--- src/rtl/anita3_event_header_buffer_pkg.sv ---
`default_nettype none
// +----------------------------------------------------------------------------+
// | anita3_event_header_buffer_pkg                                             |
// | Slot-state encoding, header word map and RAM geometry for the header buffer|
// | Rev 1.0                                                                    |
// +----------------------------------------------------------------------------+
package anita3_event_header_buffer_pkg;

  typedef logic [1:0] slot_state_t;

  localparam slot_state_t SLOT_FREE    = 2'd0;
  localparam slot_state_t SLOT_FILLING = 2'd1;
  localparam slot_state_t SLOT_READY   = 2'd2;

  localparam logic [5:0] HDR_WORD_COUNT   = 6'h01;
  localparam logic [5:0] HDR_WORD_EVID_LO = 6'h10;
  localparam logic [5:0] HDR_WORD_EVID_HI = 6'h11;
  localparam logic [5:0] HDR_WORD_STATUS  = 6'h15;

  localparam int HDR_RAM_DEPTH = 128;
  localparam int IDX_FIFO_DEPTH = 4;

  // Each slot owns a 32-word window of the RAM; only the low NWORDS are used.
  function automatic logic [6:0] hdr_ram_addr(input logic [1:0] slot, input logic [4:0] word);
    return {slot, word};
  endfunction

endpackage
`default_nettype wire

--- src/rtl/anita3_hdr_index_fifo.sv ---
`default_nettype none
// +----------------------------------------------------------------------------+
// | anita3_hdr_index_fifo                                                      |
// | 4-deep synchronous FIFO of 2-bit slot indices with occupancy count.        |
// | Rev 1.0                                                                    |
// +----------------------------------------------------------------------------+
module anita3_hdr_index_fifo
  import anita3_event_header_buffer_pkg::*;
(
  input  logic       clk_i,
  input  logic       rst_n_i,
  input  logic       push_i,
  input  logic [1:0] din_i,
  input  logic       pop_i,
  output logic [1:0] dout_o,
  output logic [2:0] count_o
);

  logic [IDX_FIFO_DEPTH-1:0][1:0] mem_q, mem_d;
  logic [1:0] wr_ptr_q, wr_ptr_d;
  logic [1:0] rd_ptr_q, rd_ptr_d;
  logic [2:0] count_q, count_d;
  logic       do_pop, do_push;

  always_comb begin
    do_pop   = pop_i && (count_q != 3'd0);
    do_push  = push_i && ((count_q != 3'd4) || do_pop);
    mem_d    = mem_q;
    wr_ptr_d = wr_ptr_q;
    rd_ptr_d = rd_ptr_q;
    if (do_push) begin
      mem_d[wr_ptr_q] = din_i;
      wr_ptr_d        = wr_ptr_q + 2'd1;
    end
    if (do_pop) begin
      rd_ptr_d = rd_ptr_q + 2'd1;
    end
    count_d = count_q + {2'b00, do_push} - {2'b00, do_pop};
  end

  always_ff @(posedge clk_i or negedge rst_n_i) begin
    if (!rst_n_i) begin
      mem_q    <= '0;
      wr_ptr_q <= 2'd0;
      rd_ptr_q <= 2'd0;
      count_q  <= 3'd0;
    end else begin
      mem_q    <= mem_d;
      wr_ptr_q <= wr_ptr_d;
      rd_ptr_q <= rd_ptr_d;
      count_q  <= count_d;
    end
  end

  assign dout_o  = mem_q[rd_ptr_q];
  assign count_o = count_q;

endmodule
`default_nettype wire

--- src/rtl/anita3_event_header_buffer.sv ---
`default_nettype none
// +----------------------------------------------------------------------------+
// | anita3_event_header_buffer                                                 |
// | Per-buffer event header slots, filled by the digitizer side and drained in |
// | completion order. Option: EVENT_HDR_WORD_VALID_EN (unwritten words read 0). |
// | Rev 1.0                                                                    |
// +----------------------------------------------------------------------------+
module anita3_event_header_buffer
  import anita3_event_header_buffer_pkg::*;
#(
  parameter int NBUF   = 4,
  parameter int NWORDS = 22
) (
  input  logic        clk33_i,
  input  logic        rst_n_i,
  input  logic [7:0]  event_addr_i,
  input  logic [15:0] event_dat_i,
  input  logic        event_wr_i,
  input  logic        event_done_i,
  input  logic [4:0]  hdr_rd_addr_i,
  output logic [15:0] hdr_dat_o,
  output logic        hdr_ready_o,
  output logic [1:0]  hdr_buffer_o,
  input  logic        hdr_ack_i,
  output logic [2:0]  pending_o,
  output logic        overflow_o,
  input  logic        err_clr_i
);

  localparam logic [5:0] NWORDS_W = 6'(NWORDS);
  localparam logic [2:0] NBUF_W   = 3'(NBUF);

  logic [1:0]  rst_sync_q, rst_sync_d;
  logic        rst_n;
  slot_state_t state_q [NBUF];
  slot_state_t state_d [NBUF];
  logic        overflow_q, overflow_d;
  logic        hdr_ready_q, hdr_ready_d;
  logic        rd_valid_q, rd_valid_d;
  logic [15:0] ram_rdata_q;
  logic [15:0] hdr_ram [HDR_RAM_DEPTH];
  logic [1:0]  wr_slot;
  logic [5:0]  wr_word;
  logic        slot_ok, tgt_ready, wr_accept, done_accept, ovf_event, ack_accept;
  logic        rd_in_range;
  logic [2:0]  pending_nxt;

  // Reset asserts asynchronously but releases only after two clean clock edges.
  assign rst_sync_d = {rst_sync_q[0], 1'b1};
  assign rst_n      = rst_sync_q[1];

  always_ff @(posedge clk33_i or negedge rst_n_i) begin
    if (!rst_n_i) rst_sync_q <= 2'b00;
    else          rst_sync_q <= rst_sync_d;
  end

  assign wr_slot = event_addr_i[7:6];
  assign wr_word = event_addr_i[5:0];

  always_comb begin
    slot_ok     = ({1'b0, wr_slot} < NBUF_W);
    tgt_ready   = slot_ok && (state_q[wr_slot] == SLOT_READY);
    wr_accept   = event_wr_i && slot_ok && !tgt_ready && (wr_word < NWORDS_W);
    done_accept = event_done_i && slot_ok && !tgt_ready;
    ovf_event   = (event_wr_i || event_done_i) && tgt_ready;
    ack_accept  = hdr_ack_i && (pending_o != 3'd0);
  end

  always_comb begin
    for (int s = 0; s < NBUF; s++) begin
      state_d[s] = state_q[s];
      case (state_q[s])
        SLOT_FREE: begin
          if (done_accept && (wr_slot == 2'(s)))    state_d[s] = SLOT_READY;
          else if (wr_accept && (wr_slot == 2'(s))) state_d[s] = SLOT_FILLING;
        end
        SLOT_FILLING: begin
          if (done_accept && (wr_slot == 2'(s)))    state_d[s] = SLOT_READY;
        end
        SLOT_READY: begin
          if (ack_accept && (hdr_buffer_o == 2'(s))) state_d[s] = SLOT_FREE;
        end
        default: state_d[s] = SLOT_FREE;
      endcase
    end
  end

  always_ff @(posedge clk33_i or negedge rst_n) begin
    if (!rst_n) begin
      for (int s = 0; s < NBUF; s++) state_q[s] <= SLOT_FREE;
    end else begin
      for (int s = 0; s < NBUF; s++) state_q[s] <= state_d[s];
    end
  end

  anita3_hdr_index_fifo u_idx_fifo (
    .clk_i   (clk33_i),
    .rst_n_i (rst_n),
    .push_i  (done_accept),
    .din_i   (wr_slot),
    .pop_i   (ack_accept),
    .dout_o  (hdr_buffer_o),
    .count_o (pending_o)
  );

  // Ready flag tracks the post-edge count so it never lags pending_o.
  assign pending_nxt = pending_o + {2'b00, done_accept} - {2'b00, ack_accept};
  assign hdr_ready_d = (pending_nxt != 3'd0);
  assign overflow_d  = ovf_event || (overflow_q && !err_clr_i);
  assign rd_in_range = ({1'b0, hdr_rd_addr_i} < NWORDS_W);

  always_ff @(posedge clk33_i) begin
    if (wr_accept) hdr_ram[hdr_ram_addr(wr_slot, wr_word[4:0])] <= event_dat_i;
    ram_rdata_q <= hdr_ram[hdr_ram_addr(hdr_buffer_o, hdr_rd_addr_i)];
  end

`ifdef EVENT_HDR_WORD_VALID_EN
  logic [31:0] word_vld_q [NBUF];
  logic [31:0] word_vld_d [NBUF];

  always_comb begin
    for (int s = 0; s < NBUF; s++) begin
      word_vld_d[s] = word_vld_q[s];
      if ((state_d[s] == SLOT_FREE) && (state_q[s] != SLOT_FREE)) begin
        word_vld_d[s] = '0;
      end else if (wr_accept && (wr_slot == 2'(s))) begin
        word_vld_d[s][wr_word[4:0]] = 1'b1;
      end
    end
    rd_valid_d = rd_in_range && word_vld_q[hdr_buffer_o][hdr_rd_addr_i];
  end

  always_ff @(posedge clk33_i or negedge rst_n) begin
    if (!rst_n) begin
      for (int s = 0; s < NBUF; s++) word_vld_q[s] <= '0;
    end else begin
      for (int s = 0; s < NBUF; s++) word_vld_q[s] <= word_vld_d[s];
    end
  end
`else
  assign rd_valid_d = rd_in_range;
`endif

  always_ff @(posedge clk33_i or negedge rst_n) begin
    if (!rst_n) begin
      overflow_q  <= 1'b0;
      hdr_ready_q <= 1'b0;
      rd_valid_q  <= 1'b0;
    end else begin
      overflow_q  <= overflow_d;
      hdr_ready_q <= hdr_ready_d;
      rd_valid_q  <= rd_valid_d;
    end
  end

  assign hdr_dat_o   = rd_valid_q ? ram_rdata_q : 16'h0000;
  assign hdr_ready_o = hdr_ready_q;
  assign overflow_o  = overflow_q;

endmodule
`default_nettype wire
--- config.mk ---
export PLATFORM = sky130hd
export DESIGN_NAME = anita3_event_header_buffer
export DESIGN_NICKNAME = d
export VERILOG_FILES = /design/src/rtl/anita3_event_header_buffer_pkg.sv /design/src/rtl/anita3_hdr_index_fifo.sv /design/src/rtl/anita3_event_header_buffer.sv
export SDC_FILE = /design/constraint.sdc
export NUM_CORES = 2
export LEC_CHECK = 0
export BUFFER_PORTS_ARGS = -buffer_cell sky130_fd_sc_hd__buf_2
export CORE_AREA = 2 2 332 580
export CTS_BUF_LIST = sky130_fd_sc_hd__clkbuf_16
export CTS_CLUSTER_DIAMETER = 150
export DETAILED_ROUTE_END_ITERATION = 7
export DIE_AREA = 0 0 334 582
export PLACE_DENSITY_LB_ADDON = 0.15
export SLEW_MARGIN = 10
export SYNTH_ARGS = -nofsm -noshare
export SYNTH_HDL_FRONTEND = slang
export SYNTH_SLANG_ARGS = --single-unit
--- constraint.sdc ---
create_clock -name clk33_i -period 2.2 [get_ports clk33_i]
set_input_delay 0.44 -clock clk33_i [delete_from_list [all_inputs] [get_ports clk33_i]]
set_output_delay 0.44 -clock clk33_i [all_outputs]
set_load 0.02 [all_outputs]
# Word level (Yosys, flattened, before mapping)
# Memories as Yosys holds them, arrays and structs flattened. A register that Yosys moved wholly into a read port is not among the register bits.
# Index checks and enable logic that the tools add are counted.
op_classes:
  n_addsub: 6
  mul: 0
  n_div: 0
  n_lt_le_gt_ge: 6
  n_eq_ne: 28
  n_shift: 0
  muxes: 31
  bitwise: 1
  reduce_logical: 38
ops:
  columns: ["operator", "n"]
  rows:
  - ["2-bit 2-to-1 mux", 20]
  - ["2-bit case mux with 3 select lines", 4]
  - ["1-bit logical AND", 21]
  - ["2-bit == test (second input constant)", 9]
  - ["16-bit 2-to-1 mux", 1]
  - ["2-bit != test (second input constant)", 8]
  - ["3-bit != test (second input constant)", 5]
  - ["2-bit by 1-bit == test with 1-bit output (second input constant)", 6]
  - ["2-bit logical NOT", 6]
  - ["3-bit AND reduction", 4]
  - ["2-bit binary-select mux with 2-bit select", 2]
  - ["8-bit bitwise mux", 1]
  - ["3-bit by 1-bit adder with 3-bit output", 2]
  - ["2-bit by 3-bit < comparator with 1-bit output (second input constant)", 2]
  - ["6-bit by 5-bit < comparator with 1-bit output (second input constant)", 1]
  - ["3-bit nonzero test", 2]
  - ["3-bit by 1-bit subtractor with 3-bit output", 2]
  - ["5-bit < comparator (second input constant)", 1]
  - ["2-bit by 1-bit adder with 2-bit output (second input constant)", 2]
  - ["2-bit demux with 2-bit select", 1]
  - ["3-bit greater-or-equal comparator (second input constant)", 1]
  - ["1-bit logical OR", 3]
  - ["2-bit inverter with 3-bit output", 1]
  - ["2-bit by 1-bit greater-or-equal comparator with 1-bit output (second input constant)", 1]
  - ["other kinds (2)", 4]
word_totals:
  reg_bits: 28
  latch_bits: 0
  mem_bits_rw: 2048
  rom_bits: 0
  inputBits: 35
  out_inout_bits: 23
  word_cells: 126
  mem_count: 1
mem_list:
  columns: ["memory", "depth", "width", "rd", "rd_clocked_by_memory_dff", "write_ports", "line", "rtl"]
  rows:
  - ["hdr_ram", 128, 16, 1, 1, 1, "anita3_event_header_buffer.sv:41", "logic [15:0] hdr_ram [HDR_RAM_DEPTH];"]

# Longest topological paths before layout
depth:
  depth_word: 12
  depth_mapped: 9
  ltp_nobuf: 7

# Cells and area by module
# From an unflattened synthesis, not the netlist that was laid out.
hier_totals:
  cells_unflattened: 3846
  area_unflattened_um2: 81197.9
by_module_without_submodules:
  columns: ["module", "n_inst", "cells_each", "area_per_inst_um2", "seq_area_each_um2"]
  rows:
  - ["anita3_event_header_buffer", 1, 3791, 80437.1, 62144.6]
  - ["anita3_hdr_index_fifo", 1, 55, 760.7, 375.4]

# Worst setup path before layout
# OpenSTA, ideal clock, no wires.
synth_path:
  path_type: "input port to flip-flop"
  from: "input port event_addr_i[7]"
  to: "memory hdr_ram[104][0], enable pin"
  setup_ns: 0.389
  arrival_ns: 2.412
  required_time_ns: 1.811
  path_slack_ns: -0.601
  cell_stages: 5
  path_buffers: 1
  path_cell_list: "mux4_2 and4b_1 or4b_1 clkbuf_1 nor2_1"
synth_via:
  elab_chain_cells: 10
synth_lines:
  columns: ["element", "line", "rtl"]
  rows:
  - ["start: declaration", "anita3_event_header_buffer.sv:16", "input logic [7:0] event_addr_i,"]
  - ["2-bit inverter with 3-bit output (not written as such)", "anita3_event_header_buffer.sv:62", "tgt_ready = slot_ok && (state_q[wr_slot] == SLOT_READY);"]
  - ["2-bit binary-select mux with 2-bit select", "anita3_event_header_buffer.sv:62", null]
  - ["2-bit 2-to-1 mux (not written as such) (2 in a row)", "anita3_event_header_buffer.sv:62", null]
  - ["2-bit == test", "anita3_event_header_buffer.sv:62", null]
  - ["1-bit logical NOT", "anita3_event_header_buffer.sv:63", "wr_accept = event_wr_i && slot_ok && !tgt_ready && (wr_word < NWORDS_W);"]
  - ["1-bit logical AND (2 in a row)", "anita3_event_header_buffer.sv:63", null]
  - ["1-bit 2-to-1 mux", "anita3_event_header_buffer.sv:113", "if (wr_accept) hdr_ram[hdr_ram_addr(wr_slot, wr_word[4:0])] <= event_dat_i;"]
  - ["1-bit 2-to-1 mux (not written as such)", "anita3_event_header_buffer.sv:113", null]
  - ["end: declaration", "anita3_event_header_buffer.sv:41", null]
# Parallel ways exist; a longest one is shown, timed or not. The select of a mux whose other input is x is not followed.

# Worst setup path after layout
layout_path:
  from: "register state_q[0] in the netlist's numbering"
  to: "memory hdr_ram[4][7], enable pin"
layout_via:
  elab_chain_cells: 9
layout_lines:
  columns: ["element", "line", "rtl"]
  rows:
  - ["start: declaration", "anita3_event_header_buffer.sv:35", "slot_state_t state_q [NBUF];"]
  - ["2-bit binary-select mux with 2-bit select", "anita3_event_header_buffer.sv:62", null]
  - ["2-bit 2-to-1 mux (not written as such) (2 in a row)", "anita3_event_header_buffer.sv:62", null]
  - ["2-bit == test", "anita3_event_header_buffer.sv:62", null]
  - ["1-bit logical NOT", "anita3_event_header_buffer.sv:63", null]
  - ["1-bit logical AND (2 in a row)", "anita3_event_header_buffer.sv:63", null]
  - ["1-bit 2-to-1 mux", "anita3_event_header_buffer.sv:113", null]
  - ["1-bit 2-to-1 mux (not written as such)", "anita3_event_header_buffer.sv:113", null]
# Every way passes these cells. The select of a mux whose other input is x is not followed.

==> flow_results.xml <==
<?xml version="1.0" encoding="UTF-8"?>
<metrics>
  <group name="drt">
    <metric name="routed_wire_per_std_cell" unit="µm">26.10</metric>
    <metric name="vias_per_cell" unit="">5.291</metric>
    <metric name="detailedRoute.firstIterationViolations" unit="">2936</metric>
    <metric name="routed-via-count" unit="">41800</metric>
    <metric name="drt-pass1-iter-count" unit="">5</metric>
    <metric name="routed_wirelength" unit="mm">206.2</metric>
    <metric name="detail_route.drc_violations" unit="">0</metric>
    <metric name="detail-route-antenna-nets" unit="">0</metric>
  </group>
  <group name="cells_and_area">
    <metric name="flow.area_growth_from_synthesis" unit="%">23.51</metric>
    <metric name="nFillCells" unit="">15310</metric>
    <metric name="finalInstanceArea" unit="µm²">100200</metric>
    <metric name="design.final.nets" unit="">5341</metric>
    <metric name="layout-drive-gt1-share" unit="%">33.00</metric>
  </group>
  <group name="timing">
    <metric name="least_setup_slack_across_all_paths_after_layout" unit="ns">-0.2854</metric>
    <metric name="setup_violations" unit="">1436</metric>
    <metric name="final.setup_skew" unit="ns">0.04384</metric>
    <metric name="finalMaxSlewViolations" unit="">0</metric>
    <metric name="final_min_period_over_clock_period" unit="%">113.0</metric>
    <metric name="finalHoldViolCount" unit="">0</metric>
    <metric name="max_slew.worst_pin.slew" unit="ns">0.7787</metric>
    <metric name="finalSetupTns" unit="ns">-193.83</metric>
    <metric name="relative_slew_margins" unit="%">47.68</metric>
    <metric name="setup_repair_after_global_routing_missed_its_margin" unit="">yes</metric>
    <metric name="period_needed" unit="ns">2.485</metric>
    <metric name="fmax" unit="GHz">0.4024</metric>
  </group>
  <group name="synthesis">
    <metric name="synth.lib_cells_used.distinct" unit="">47</metric>
    <metric name="synth_seq_area_share" unit="%">77.07</metric>
    <metric name="synth.avg_cell_area" unit="µm²">20.06</metric>
    <metric name="synthesis.area" unit="µm²">81120</metric>
    <metric name="synth_ff_type" unit="">sky130_fd_sc_hd__edfxtp_1</metric>
    <metric name="proportion_of_register_bits_with_asynchronous_set_or_reset_after_synthesis" unit="%">1.338</metric>
    <metric name="ys.warnings.count" unit="">0</metric>
    <metric name="post_synth_inst_count" unit="">4043</metric>
    <metric name="ff_latch_count_synth" unit="">2092</metric>
    <metric name="synth_edf_count" unit="">2048</metric>
  </group>
  <group name="floorplanning">
    <metric name="die_area" unit="µm²">194400</metric>
    <metric name="die_x" unit="µm">334</metric>
    <metric name="floorplan.die.height" unit="µm">582</metric>
    <metric name="core" unit="µm²">189900</metric>
    <metric name="ioPinCount" unit="">58</metric>
    <metric name="placementRows" unit="">212</metric>
    <metric name="initial_core_util" unit="%">42.71</metric>
  </group>
  <group name="setup_path">
    <metric name="r2r.worst_path.cells" unit="">10</metric>
    <metric name="endpoint_kind" unit="">flop</metric>
    <metric name="critical_path_arrival" unit="ns">3.07</metric>
    <metric name="timing.critical_path.fanout_max" unit="">8</metric>
    <metric name="timing.critical_path.from_type" unit="">flop</metric>
    <metric name="rr_endpoint" unit="">hdr_ram[4][7]</metric>
    <metric name="crit_type" unit="">flop to flop</metric>
    <metric name="reg2reg_slack" unit="ns">-0.29</metric>
    <metric name="critical_path_required" unit="ns">2.78</metric>
    <metric name="r2r-start" unit="">state_q[0]</metric>
  </group>
  <group name="place">
    <metric name="io_buf_count" unit="">57</metric>
    <metric name="detailedPlacementHpwl" unit="mm">134.8</metric>
    <metric name="detailedPlace.worstSlack" unit="ns">-1.546</metric>
    <metric name="gp_routability_congestion" unit="">0.8123</metric>
    <metric name="detailed_place.area" unit="µm²">92760</metric>
  </group>
  <group name="worst_hold_path">
    <metric name="worst_hold_path_ep" unit="">hdr_ram[3][9]</metric>
    <metric name="holdCritStartpoint" unit="">event_dat_i[9]</metric>
    <metric name="holdPathStages" unit="">1</metric>
    <metric name="min_path_type" unit="">primary input to flop</metric>
  </group>
  <group name="pwr">
    <metric name="power-per-cell-area" unit="nW/µm²">911.2</metric>
    <metric name="p_leak" unit="µW">0.03414</metric>
    <metric name="max-vdd-ir-drop" unit="V">0.0006058</metric>
  </group>
  <group name="job">
    <metric name="cap_violations" unit="">0</metric>
  </group>
  <group name="cts">
    <metric name="clock_path_buffers" unit="">4</metric>
    <metric name="worst_skew_pair.late_latency" unit="ns">0.83</metric>
    <metric name="clkSlewWorstSetupHoldPaths" unit="ns">0.07</metric>
    <metric name="clock_tree.root_cell" unit="">sky130_fd_sc_hd__clkbuf_16</metric>
    <metric name="ctsHtreeMaxLevel" unit="">4</metric>
    <metric name="numCtsBuffers" unit="">189</metric>
    <metric name="cts_tree" unit="">built</metric>
    <metric name="cts.sink_count" unit="">2092</metric>
  </group>
  <group name="global_route">
    <metric name="grt_pass1_vias" unit="">44440</metric>
    <metric name="number_of_antenna_violations_at_the_first_check_in_global_routing" unit="">3</metric>
    <metric name="grt_use_total" unit="%">21.22</metric>
    <metric name="grt_pass1_wl" unit="mm">299.9</metric>
    <metric name="global_route.overflow_total" unit="">0</metric>
    <metric name="pin_count_of_the_biggest_net_entering_global_routing" unit="">89</metric>
  </group>
  <group name="run_status">
    <metric name="run_status" unit="">complete, but fails checks</metric>
    <metric name="violations" unit="">negative setup slack</metric>
  </group>
</metrics>
-- layer usage --
layer	track usage, %	vias up	part of all wire (%)
li1	-	18520	-
met1	25.01	22120	38
met2	40.13	864	55
met3	2.132	300	3.8
met4	6.996	2	3.2
met5	0	-	0.0063
-- what timing repair did --
| action | 4_1_cts | 5_1_grt |
|---|---|---|
| cloned | 5 | 1 |
| gates resized for setup | 131 | 13 |
| endpoints found under the setup margin | 1450 | 1438 |
| endpoints found under the hold margin | 54 | 0 |
| pin swaps | 22 | 7 |
| setup buffers | 44 | 6 |
| hold buffers | 10 | 0 |
-- registers in the layout (all words and copies together) (netlist names) --
name                 count
overflow_o               1
ram_rdata_q             16
state_q                  8
u_idx_fifo.wr_ptr_q      2
u_idx_fifo.rd_ptr_q      2
hdr_ready_o              1
hdr_ram               2048
rd_valid_q               1
rst_sync_q               2
u_idx_fifo.mem_q         8
u_idx_fifo.count_o       3
-- synthesized netlist by cell type (all sizes together) (2+ instances only) --
library cell | count | area (µm²)
a2111oi | 64 | 560.5
clkbuf | 99 | 372.9
nor3 | 64 | 320.3
fa | 2 | 40.04
nand4bb | 3 | 33.78
a311oi | 2 | 17.52
nand2b | 10 | 62.56
and2 | 18 | 112.6
o21ai | 68 | 340.3
dfxtp | 16 | 320.3
o22ai | 257 | 1608
dfrtp | 28 | 700.7
nor2 | 157 | 589.3
nand2 | 22 | 82.58
a21oi | 2 | 10.01
or2 | 2 | 12.51
nor4 | 16 | 100.1
o211ai | 2 | 15.01
nand4b | 2 | 17.52
or4b | 2 | 20.02
xnor2 | 3 | 26.28
mux2i | 128 | 1281
a211oi | 67 | 503.0
nand3 | 4 | 20.02
mux4 | 259 | 5833
edfxtp | 2048 | 61500
nor2b | 69 | 431.7
conb | 2 | 7.510
inv | 14 | 52.55
xor2 | 3 | 26.28
mux2 | 456 | 5135
ha | 7 | 87.58
buf | 137 | 799.5
and3 | 2 | 12.51
-- cell type report --
type	instances	area, µm²	area share (%)
Inverter	14	52.55	0.05245
Tap cell	2461	3079	3.073
Multi-Input combinational cell	2340	21050	21.01
Timing Repair Buffer	660	7492	7.478
Antenna cell	3	7.507	0.007493
Clock buffer	193	4830	4.820
Sequential cell	2092	62520	62.40
Clock inverter	138	1152	1.150
-- cells by family after synthesis --
| group | count (synthesis) | synth area share, % |
|---|---|---|
| XOR/XNOR | 6 | 0.06480 |
| flip-flops | 2092 | 77.07 |
| other | 2 | 0.009258 |
| buffers and inverters | 250 | 1.510 |
| AO/OA/AOI/OAI | 466 | 3.807 |
| AND/OR/NAND/NOR | 375 | 2.277 |
| adder cells (fa/ha/maj) | 9 | 0.1573 |
| multiplexers | 843 | 15.10 |
-- worst max-delay path by stage --
stage | slack (ns) | from | depth (start not counted) | to
2_1_floorplan | -0.22 | state_q[0] | 8 | hdr_ready_o
3_3_place_gp | -3.40 | hdr_rd_addr_i[0] | 9 | ram_rdata_q[11]
3_5_place_dp | -1.55 | hdr_rd_addr_i[0] | 10 | ram_rdata_q[9]
4_1_cts | -0.32 | u_idx_fifo.rd_ptr_q[0] | 3 | hdr_buffer_o[0]
5_1_grt | -0.33 | u_idx_fifo.rd_ptr_q[0] | 3 | hdr_buffer_o[0]
6_report | -0.29 | state_q[0] | 10 | hdr_ram[4][7]
-- worst max-delay path: stages (launching register included) --
cell and delay (ns):
sky130_fd_sc_hd__dfrtp_1 0.39, sky130_fd_sc_hd__nand2b_4 0.14, sky130_fd_sc_hd__mux4_2 0.54, sky130_fd_sc_hd__and4b_2 0.30, sky130_fd_sc_hd__buf_6 0.13, sky130_fd_sc_hd__buf_6 0.11
sky130_fd_sc_hd__nand4bb_4 0.12, sky130_fd_sc_hd__buf_12 0.17, sky130_fd_sc_hd__nor2_4 0.08, sky130_fd_sc_hd__buf_6 0.13, sky130_fd_sc_hd__buf_12 0.14
-- through the flow --
step | hold WS (ns) | utilization (%) | cells | power (µW)
after floorplan | 0.1444 | - | 4682 | 50720
after global placement | 0.2245 | 48.79 | 7500 | 57420
after detailed placement | 0.2279 | 48.84 | 7507 | 57720
after CTS | 0.009735 | 52.66 | 7892 | 91670
after global routing | 0.02899 | 52.75 | 7899 | 93960
final | 0.04728 | 52.75 | 7901 | 91300
-- placed cells by master (no fill, tap or decap), types with 123 or more instances in the layout --
cell and count:
sky130_fd_sc_hd__buf_12 191, sky130_fd_sc_hd__buf_4 394, sky130_fd_sc_hd__clkbuf_16 194, sky130_fd_sc_hd__conb_1 641
sky130_fd_sc_hd__edfxtp_1 2048, sky130_fd_sc_hd__mux2_2 456, sky130_fd_sc_hd__mux2i_1 123, sky130_fd_sc_hd__mux4_2 259
sky130_fd_sc_hd__o22ai_1 254
-- where the power goes --
group	switching (µW)	leakage [µW]	internal, µW
clock	14300	0.00307	18300
combinational	7110	0.0117	5780
sequential	582	0.0194	45200
No activity file was read; power rests on OpenSTA's default activity.
